**src/rtl/hidden_result_collector_pkg.sv**
```systemverilog
// Shared ELM definitions: collector FSM encodings, activation width and
// the default hidden-layer size.
package hidden_result_collector_pkg;

   typedef enum logic [1:0] {
      IDLE    = 2'd0,
      COLLECT = 2'd1,
      DRAIN   = 2'd2,
      DONE    = 2'd3
   } state_e;

   localparam int ACT_W           = 8;
   localparam int NUM_NEURONS_DEF = 16;

   localparam logic [ACT_W-1:0] ACT_MAX = '1;

endpackage

```
**src/rtl/hidden_result_collector_sync_fifo.sv**
```systemverilog
// Single-clock FIFO with a combinational head (zero read latency).
// A push into a full FIFO is accepted only when a pop frees the slot in the same cycle.
module sync_fifo #(
   parameter  int WIDTH = 8,
   parameter  int DEPTH = 8,
   localparam int PTR_W = $clog2(DEPTH),
   localparam int CNT_W = $clog2(DEPTH + 1)
) (
   input  logic             clk,
   input  logic             rst,
   input  logic             flush,
   input  logic             push,
   input  logic             pop,
   input  logic [WIDTH-1:0] din,
   output logic [WIDTH-1:0] dout,
   output logic             full,
   output logic             empty,
   output logic [CNT_W-1:0] count
);

   logic [WIDTH-1:0] mem_q [DEPTH];
   logic [PTR_W-1:0] wr_ptr_q, wr_ptr_d;
   logic [PTR_W-1:0] rd_ptr_q, rd_ptr_d;
   logic [CNT_W-1:0] count_q, count_d;
   logic             do_push;
   logic             do_pop;

   assign full  = (count_q == CNT_W'(DEPTH));
   assign empty = (count_q == '0);
   assign count = count_q;
   assign dout  = mem_q[rd_ptr_q];

   assign do_pop  = pop && !empty;
   assign do_push = push && (!full || do_pop);

   // Pointers wrap naturally because DEPTH is a power of two.
   always_comb begin
      wr_ptr_d = wr_ptr_q;
      rd_ptr_d = rd_ptr_q;
      count_d  = count_q;
      if (flush) begin
         wr_ptr_d = '0;
         rd_ptr_d = '0;
         count_d  = '0;
      end else begin
         if (do_push) wr_ptr_d = wr_ptr_q + PTR_W'(1);
         if (do_pop)  rd_ptr_d = rd_ptr_q + PTR_W'(1);
         case ({do_push, do_pop})
            2'b10:   count_d = count_q + CNT_W'(1);
            2'b01:   count_d = count_q - CNT_W'(1);
            default: count_d = count_q;
         endcase
      end
   end

   always_ff @(posedge clk) begin
      if (rst) begin
         wr_ptr_q <= '0;
         rd_ptr_q <= '0;
         count_q  <= '0;
      end else begin
         wr_ptr_q <= wr_ptr_d;
         rd_ptr_q <= rd_ptr_d;
         count_q  <= count_d;
      end
   end

   always_ff @(posedge clk) begin
      if (do_push && !flush) mem_q[wr_ptr_q] <= din;
   end

endmodule

```
**src/rtl/hidden_result_collector.sv**
```systemverilog
// Collects hidden-layer neuron sums, applies shift + saturating activation,
// and streams {value, index} beats downstream through a small FIFO.
module hidden_result_collector
   import hidden_result_collector_pkg::*;
#(
   parameter  int NUM_NEURONS = NUM_NEURONS_DEF,
   parameter  int ACC_W       = 20,
   parameter  int SHIFT       = 4,
   parameter  int FIFO_DEPTH  = 8,
   localparam int IDX_W       = $clog2(NUM_NEURONS)
) (
   input  logic                    clk,
   input  logic                    rst,
   input  logic                    start,
   input  logic                    per_load,
   input  logic signed [ACC_W-1:0] acc_value,
   output logic                    stop,
   output logic                    out_valid,
   input  logic                    out_ready,
   output logic [ACT_W-1:0]        out_data,
   output logic [IDX_W-1:0]        out_idx,
   output logic                    out_last,
   output logic                    overflow,
   output logic                    busy
);

   localparam int CNT_W      = $clog2(NUM_NEURONS + 1);
   localparam int ENTRY_W    = ACT_W + IDX_W;
   localparam int FIFO_CNT_W = $clog2(FIFO_DEPTH + 1);

   state_e             state_q, state_d;
   logic [CNT_W-1:0]   count_q, count_d;
   logic               overflow_q, overflow_d;
   logic [ACT_W-1:0]   last_data_q, last_data_d;
   logic [IDX_W-1:0]   last_idx_q, last_idx_d;

   logic               fifo_push;
   logic               fifo_pop;
   logic               fifo_flush;
   logic               fifo_full;
   logic               fifo_empty;
   logic [FIFO_CNT_W-1:0] fifo_count;
   logic [ENTRY_W-1:0] fifo_din;
   logic [ENTRY_W-1:0] fifo_dout;
   logic [ACT_W-1:0]   head_data;
   logic [IDX_W-1:0]   head_idx;

   // Arithmetic shift, then clamp to the unsigned 8-bit activation range.
   function automatic logic [ACT_W-1:0] activate(input logic signed [ACC_W-1:0] v);
      logic signed [ACC_W-1:0] a;
      a = v >>> SHIFT;
      if (a[ACC_W-1])            return '0;
      if (|a[ACC_W-1:ACT_W])     return ACT_MAX;
      return a[ACT_W-1:0];
   endfunction

   assign fifo_din  = {activate(acc_value), count_q[IDX_W-1:0]};
   assign head_data = fifo_dout[IDX_W +: ACT_W];
   assign head_idx  = fifo_dout[IDX_W-1:0];

   assign out_valid = !fifo_empty;
   assign fifo_pop  = out_valid && out_ready;

   // With the FIFO empty the outputs fall back to the last transferred beat.
   assign out_data  = fifo_empty ? last_data_q : head_data;
   assign out_idx   = fifo_empty ? last_idx_q  : head_idx;
   assign out_last  = (out_idx == IDX_W'(NUM_NEURONS - 1));

   assign stop      = (count_q == CNT_W'(NUM_NEURONS));
   assign overflow  = overflow_q;
   assign busy      = (state_q != IDLE);

   always_comb begin
      state_d     = state_q;
      count_d     = count_q;
      overflow_d  = overflow_q;
      fifo_push   = 1'b0;
      fifo_flush  = 1'b0;
      last_data_d = last_data_q;
      last_idx_d  = last_idx_q;

      if (fifo_pop) begin
         last_data_d = head_data;
         last_idx_d  = head_idx;
      end

      // start takes priority over a coincident per_load and aborts any pass.
      if (start) begin
         state_d    = COLLECT;
         count_d    = '0;
         overflow_d = 1'b0;
         fifo_flush = 1'b1;
      end else begin
         case (state_q)
            COLLECT: begin
               if (per_load) begin
                  fifo_push = 1'b1;
                  count_d   = count_q + CNT_W'(1);
                  if (fifo_full && !fifo_pop) overflow_d = 1'b1;
                  if (count_q == CNT_W'(NUM_NEURONS - 1)) state_d = DRAIN;
               end
            end
            DRAIN: begin
               if (fifo_pop && fifo_count == FIFO_CNT_W'(1)) state_d = DONE;
            end
            default: state_d = state_q;
         endcase
      end
   end

   always_ff @(posedge clk) begin
      if (rst) begin
         state_q     <= IDLE;
         count_q     <= '0;
         overflow_q  <= 1'b0;
         last_data_q <= '0;
         last_idx_q  <= '0;
      end else begin
         state_q     <= state_d;
         count_q     <= count_d;
         overflow_q  <= overflow_d;
         last_data_q <= last_data_d;
         last_idx_q  <= last_idx_d;
      end
   end

   sync_fifo #(
      .WIDTH (ENTRY_W),
      .DEPTH (FIFO_DEPTH)
   ) u_fifo (
      .clk   (clk),
      .rst   (rst),
      .flush (fifo_flush),
      .push  (fifo_push),
      .pop   (fifo_pop),
      .din   (fifo_din),
      .dout  (fifo_dout),
      .full  (fifo_full),
      .empty (fifo_empty),
      .count (fifo_count)
   );

endmodule

```
**config.mk**
```make
export PLATFORM = sky130hd
export DESIGN_NAME = hidden_result_collector
export DESIGN_NICKNAME = d
export VERILOG_FILES = /design/src/rtl/hidden_result_collector_pkg.sv /design/src/rtl/hidden_result_collector_sync_fifo.sv /design/src/rtl/hidden_result_collector.sv
export SDC_FILE = /design/constraint.sdc
export NUM_CORES = 1
export LEC_CHECK = 0
export BUFFER_PORTS_ARGS = -buffer_cell sky130_fd_sc_hd__buf_2
export CORE_MARGIN = 2
export CORE_UTILIZATION = 59
export CTS_CLUSTER_SIZE = 25
export DETAILED_ROUTE_END_ITERATION = 10
export PLACE_DENSITY = 0.79
export SLEW_MARGIN = 10
export SYNTH_ARGS = -nofsm -noshare
export SYNTH_HDL_FRONTEND = slang
export SYNTH_SLANG_ARGS = --single-unit
```
**constraint.sdc**
```tcl
create_clock -name clk -period 4.3 [get_ports clk]
set_input_delay 0.215 -clock clk [delete_from_list [all_inputs] [get_ports clk]]
set_output_delay 0.215 -clock clk [all_outputs]
set_load 0.03 [all_outputs]
```
* Yosys cells after proc, flatten, opt, wreduce, memory -nomap -nowiden
Memory sizes are Yosys's and may differ from the RTL's. A register that Yosys moved wholly into a read port is not among the register bits.
Index checks and enable logic that the tools add are counted.
** Word-level totals
- Register bits after elaboration :: 30
- Memory bits (writable) :: 96
- Input bits :: 25
- Output and inout bits :: 17
- Logic and storage cells :: 76
- Memories kept :: 1
** Memory list
- u_fifo.mem_q :: words 8, bits a word 12, read ports 1, clocked after Yosys merged registers in 1, write ports 1, RTL line hidden_result_collector_sync_fifo.sv:21 : logic [WIDTH-1:0] mem_q [DEPTH];
** Cells by class
- Add/subtract/negate cells :: 5
- Equality and inequality tests :: 15
- Multiplexer cells :: 23
- Reductions and logical operators :: 23
** Operator list (number)
- $mux W8 :: 5
- $mux W1 :: 10
- $ne A3 B3 Y1 const B :: 3
- $eq A4 B4 Y1 const B :: 2
- $pmux W4 S2 :: 1
- $reduce_and A4 Y1 :: 2
- $reduce_or A8 Y1 :: 1
- $add A3 B1 Y3 const B :: 2
- $logic_and A1 B1 Y1 :: 6
- $mux W2 :: 3
- $mux W3 :: 2
- $ne A2 B2 Y1 const B :: 3
- $reduce_bool A2 Y1 :: 3
- $add A5 B1 Y5 const B :: 1
- $eq A5 B4 Y1 const B :: 1
- $eq A5 B5 Y1 const B :: 1
- $add A4 B1 Y4 const B :: 1
- $eq A2 B1 Y1 const B :: 2
- $eq A2 B2 Y1 const B :: 2
- $eq A4 B1 Y1 const B :: 1
- $logic_not A1 Y1 :: 4
- $logic_not A4 Y1 :: 1
- $mux W4 :: 1
- $pmux W2 S2 :: 1
- 6 further kinds :: 7

* Logic depth before layout (Yosys ltp)
- Depth in word-level cells :: 9
- Gate-level depth with buffers :: 12
- Gate-level depth less buffers :: 10

* Hierarchy
A second synthesis with hierarchy kept.
** Second synthesis, totals
- Cell total of the unflattened synthesis :: 365
- Area, all modules :: 5566.6 sq um
** Modules (own cells, without submodules)
- sync_fifo :: times used 1, cells each 226, area each 4444.3 sq um, sequential area each 3143.0 sq um
- hidden_result_collector :: times used 1, cells each 139, area each 1122.3 sq um, sequential area each 400.4 sq um

* Worst setup path after synthesis
OpenSTA, ideal clock, no wires.
- Path type :: reg2reg
- Start :: register u_fifo.count_q[0] (netlist: u_fifo.count[0])
- End :: memory u_fifo.mem_q[4][0] in the netlist's numbering (enable)
- Library setup time :: 0.417 ns
- Arrival :: 2.688 ns
- Data required time :: 3.883 ns
- Slack :: 1.195 ns
- Cell stages (with the launch flop) :: 7
- Path buffers :: 1
- Period minus slack after synthesis :: 3.105 ns
- Cells stage by stage :: dfxtp_1 inv_1 ha_1 nor4bb_1 or3_1 clkbuf_1 nor4b_1
** On the way
- Cells in the longest elaborated chain, start to end :: 9
- Elaborated cells on any way between the ends :: 11
- Those cells by class :: eq/ne: 1; mux: 2; reduce/logical: 8
** RTL lines
- start, declared :: RTL line hidden_result_collector_sync_fifo.sv:24 : logic [CNT_W-1:0] count_q, count_d;
- start signal, assigned :: RTL line hidden_result_collector_sync_fifo.sv:64 : count_q <= count_d;
- $logic_not A4 Y1 :: RTL line hidden_result_collector_sync_fifo.sv:29 : assign empty = (count_q == '0);
- $logic_not A1 Y1 :: RTL line hidden_result_collector_sync_fifo.sv:33, hidden_result_collector.sv:61
- $logic_and A1 B1 Y1 :: RTL line hidden_result_collector.sv:62 : assign fifo_pop = out_valid && out_ready;
- $logic_and A1 B1 Y1 :: RTL line hidden_result_collector_sync_fifo.sv:33 : assign do_pop = pop && !empty;
- $logic_or A1 B1 Y1 (*) :: RTL line hidden_result_collector_sync_fifo.sv:34 : assign do_push = push && (!full || do_pop);
- $logic_and A1 B1 Y1 (*) :: RTL line hidden_result_collector_sync_fifo.sv:34
- $logic_and A1 B1 Y1 (*) :: RTL line hidden_result_collector_sync_fifo.sv:69 : if (do_push && !flush) mem_q[wr_ptr_q] <= din;
- $mux W1 (*) :: RTL line hidden_result_collector_sync_fifo.sv:69
- $mux W1 (not written as such) (*) :: RTL line hidden_result_collector_sync_fifo.sv:69
- end, declared :: RTL line hidden_result_collector_sync_fifo.sv:21
Every way passes the cells marked *; elsewhere a longest branch is shown, timed or not.

==> impl_metrics.env <==
export IMPL_place_congestion=0.743
export IMPL_yosys_top_cells_area="edfxtp_1, dfxtp_1, mux4_2"
export IMPL_synth_area_um2=5310
export IMPL_max_slew_margin_pct=19.9
export IMPL_cp_end_kind="output port"
export IMPL_layout_commonest_cell="edfxtp_1"
export IMPL_clk_pin_slew_ns=0.06
export IMPL_cts_root_buf="clkbuf_8"
export IMPL_drv_cap=0
export IMPL_grt_first_pass_wirelength_um=15800
export IMPL_cts_tree="done"
export IMPL_synth_edf_count=96
export IMPL_postLayoutCoreUtil_pct=71.0
export IMPL_grt_overflow_total=0
export IMPL_ys_seq_area_share_pct=66.7
export IMPL_pwr_share_clk_pct=48.1
export IMPL_n_antenna_cell=0
export IMPL_combPwrFrac_pct=4.1
export IMPL_async_reset_ff_share_pct=0
export IMPL_rows=34
export IMPL_total_leakage_power_nw=2.11
export IMPL_routed_wl_um=9860
export IMPL_cts_setup_buffers=0
export IMPL_cts_buffers=17
export IMPL_outcome="finished, final reports clean"
export IMPL_ioPinCount=42
export IMPL_required_ns=4.09
export IMPL_post_route_cell_area_um2=6190
export IMPL_synthFlopType="edfxtp_1"
export IMPL_drive_gt1_share_pct=29.5
export IMPL_finClkSkew_ns=0.0109
export IMPL_synthCells=351
export IMPL_dpl_cell_area_um2=5620
export IMPL_power_density_nw_per_um2=455
export IMPL_path_class="register to output port"
export IMPL_dr_first_iter_drc_count=178
export IMPL_avgViaCountPerCell=5.88
export IMPL_wire_per_inst_um=19.2
export IMPL_fin_crit_ns=3.39
export IMPL_insertion_delay_ns=0.52
export IMPL_ys_types=39
export IMPL_final_cell_mix="edfxtp_1, nor2_1, buf_2, dfxtp_1"
export IMPL_final_nets=428
export IMPL_crit_fanout=27
export IMPL_die_y_um=98.9
export IMPL_sw_frac_of_total_pct=23.2
export IMPL_cts_max_level=4
export IMPL_initial_core_util_pct=60.9
export IMPL_dieArea_um2=9780
export IMPL_p_seq_share_pct=47.9
export IMPL_startpoint_type="register"
export IMPL_power_internal_mw=2.17
export IMPL_die_x_um=98.9
export IMPL_syn_nets=385
export IMPL_ys_ff_latch=129
export IMPL_grt_max_degree=28
export IMPL_antenna_found_initial=0
export IMPL_port_buffer_count=37
export IMPL_grt_total_usage_pct=21.8
export IMPL_cp_arrival_ns=3.18
export IMPL_synth_avg_cell_area_um2=15.1
export IMPL_clock_path_buffers=2
export IMPL_setup_viol=0
export IMPL_synth_top_area_cell="edfxtp_1"
export IMPL_clock_sink_count=129
export IMPL_peakVddDrop_mv=0.319
export IMPL_hp_class="primary input to register"
export IMPL_hold_ws_ns=0.0402
export IMPL_netSwitchingPower_uw=653
export IMPL_slew_violations=0
export IMPL_vias=3029
export IMPL_synth_top_cell_area_share_pct=54.3
export IMPL_max_freq_ghz=0.295
export IMPL_drc=0
export IMPL_tightestPinTransition_ns=1.20
export IMPL_hold_viol=0
export IMPL_area_growth_pct=16.6
export IMPL_grt_pass1_vias=3049
export IMPL_ant_nets=0
export IMPL_yosysWarnings=0
export IMPL_core_area_um2=8720
export IMPL_place_hpwl_um=5990
export IMPL_rsz0062_at_grt="false"
export IMPL_drt_first_pass_iters=4
export IMPL_finalCritPeriodShare_pct=78.9
export IMPL_fin_tns_setup_ns=0
==> final timing paths <==
kind                                                      to                         start  slack, ns  depth (start not counted)
worst min-delay path                 state_q[0]$_SDFFE_PP0P_                           rst       0.04                          2
worst max-delay path                                out_last                      register       0.91                          6
worst min register to register    last_idx_q[1]$_SDFFE_PP0P_    last_idx_q[1]$_SDFFE_PP0P_       0.46                          2
worst max register to register  u_fifo.count[3]$_SDFFE_PP0P_  u_fifo.count[0]$_SDFFE_PP0P_       0.97                         10
==> synthesized netlist by cell type, types with 6 or more instances <==
| cell | n |
|---|---|
| edfxtp_1 | 96 |
| nor2_1 | 40 |
| dfxtp_1 | 33 |
| a21oi_1 | 20 |
| mux4_2 | 20 |
| nand2_1 | 20 |
| clkbuf_1 | 13 |
| a211oi_1 | 10 |
| nor3_1 | 10 |
| ha_1 | 9 |
| mux2_1 | 9 |
| mux2i_1 | 9 |
| mux2_4 | 6 |
==> final cells by class <==
class | instances | area, um^2
Tap cell | 108 | 135
Fill cell | 550 | 2530
Multi-Input combinational cell | 195 | 1680
Sequential cell | 129 | 3540
Inverter | 6 | 22.5
Clock buffer | 17 | 414
Clock inverter | 15 | 150
Timing Repair Buffer | 45 | 248
==> through the flow <==
stage | power (mW) | setup slack (ns) | std cells
2_1_floorplan | 1.45 | 1.20 | 351
3_3_place_gp | 1.48 | 1.13 | 482
3_5_place_dp | 1.49 | 1.03 | 482
4_1_cts | 2.84 | 0.853 | 515
5_1_grt | 2.91 | 0.714 | 515
6_report | 2.82 | 0.905 | 515
==> cells by family after synthesis <==
family | after synthesis | synth area share, %
AOI/OAI and AO/OA | 33 | 3.65
xor gates and xnor gates | 9 | 1.48
adders and majority gates | 9 | 2.12
muxes | 49 | 14.8
buffers and inverters | 27 | 2.40
and+or+nand+nor | 95 | 8.77
DFF | 129 | 66.7
==> power groups by stage <==
stage | Combinational, mW | Clock, mW | Sequential (mW)
4_1_cts | 0.115 | 1.38 | 1.35
6_report | 0.115 | 1.35 | 1.35
3_3_place_gp | 0.109 | 0 | 1.37
5_1_grt | 0.125 | 1.44 | 1.35
2_1_floorplan | 0.0831 | 0 | 1.37
3_5_place_dp | 0.113 | 0 | 1.38
==> registers in the layout, indices dropped and copies added (netlist names), named ones only <==
signal and cells:
count_q 5, last_data_q 8, last_idx_q 4, overflow 1
state_q 2, u_fifo.count 4, u_fifo.mem_q 96, u_fifo.rd_ptr_q 3
u_fifo.wr_ptr_q 3
==> worst max-delay path: stages, from the launching register on <==
cell	delay [ns]
dfxtp_2	0.89
buf_4	0.31
mux2_1	0.34
mux4_2	0.48
mux2_2	0.29
and4_1	0.17
buf_2	0.17
==> what timing repair did <==
| item | CTS | global route |
|---|---|---|
| gates resized for setup | 0 | 0 |
| hold buffers | 1 | 0 |
| hold endpoints to repair | 1 | 0 |
==> layer usage <==
metal	up-vias	share of wire (%)	GRT usage (%)
met2	103	50	34.1
met5	-	0	0
met4	0	0.50	8.32
met1	1498	43	28.8
li1	1424	-	-
met3	4	7.1	7.16
No activity file was read; power rests on OpenSTA's default activity.
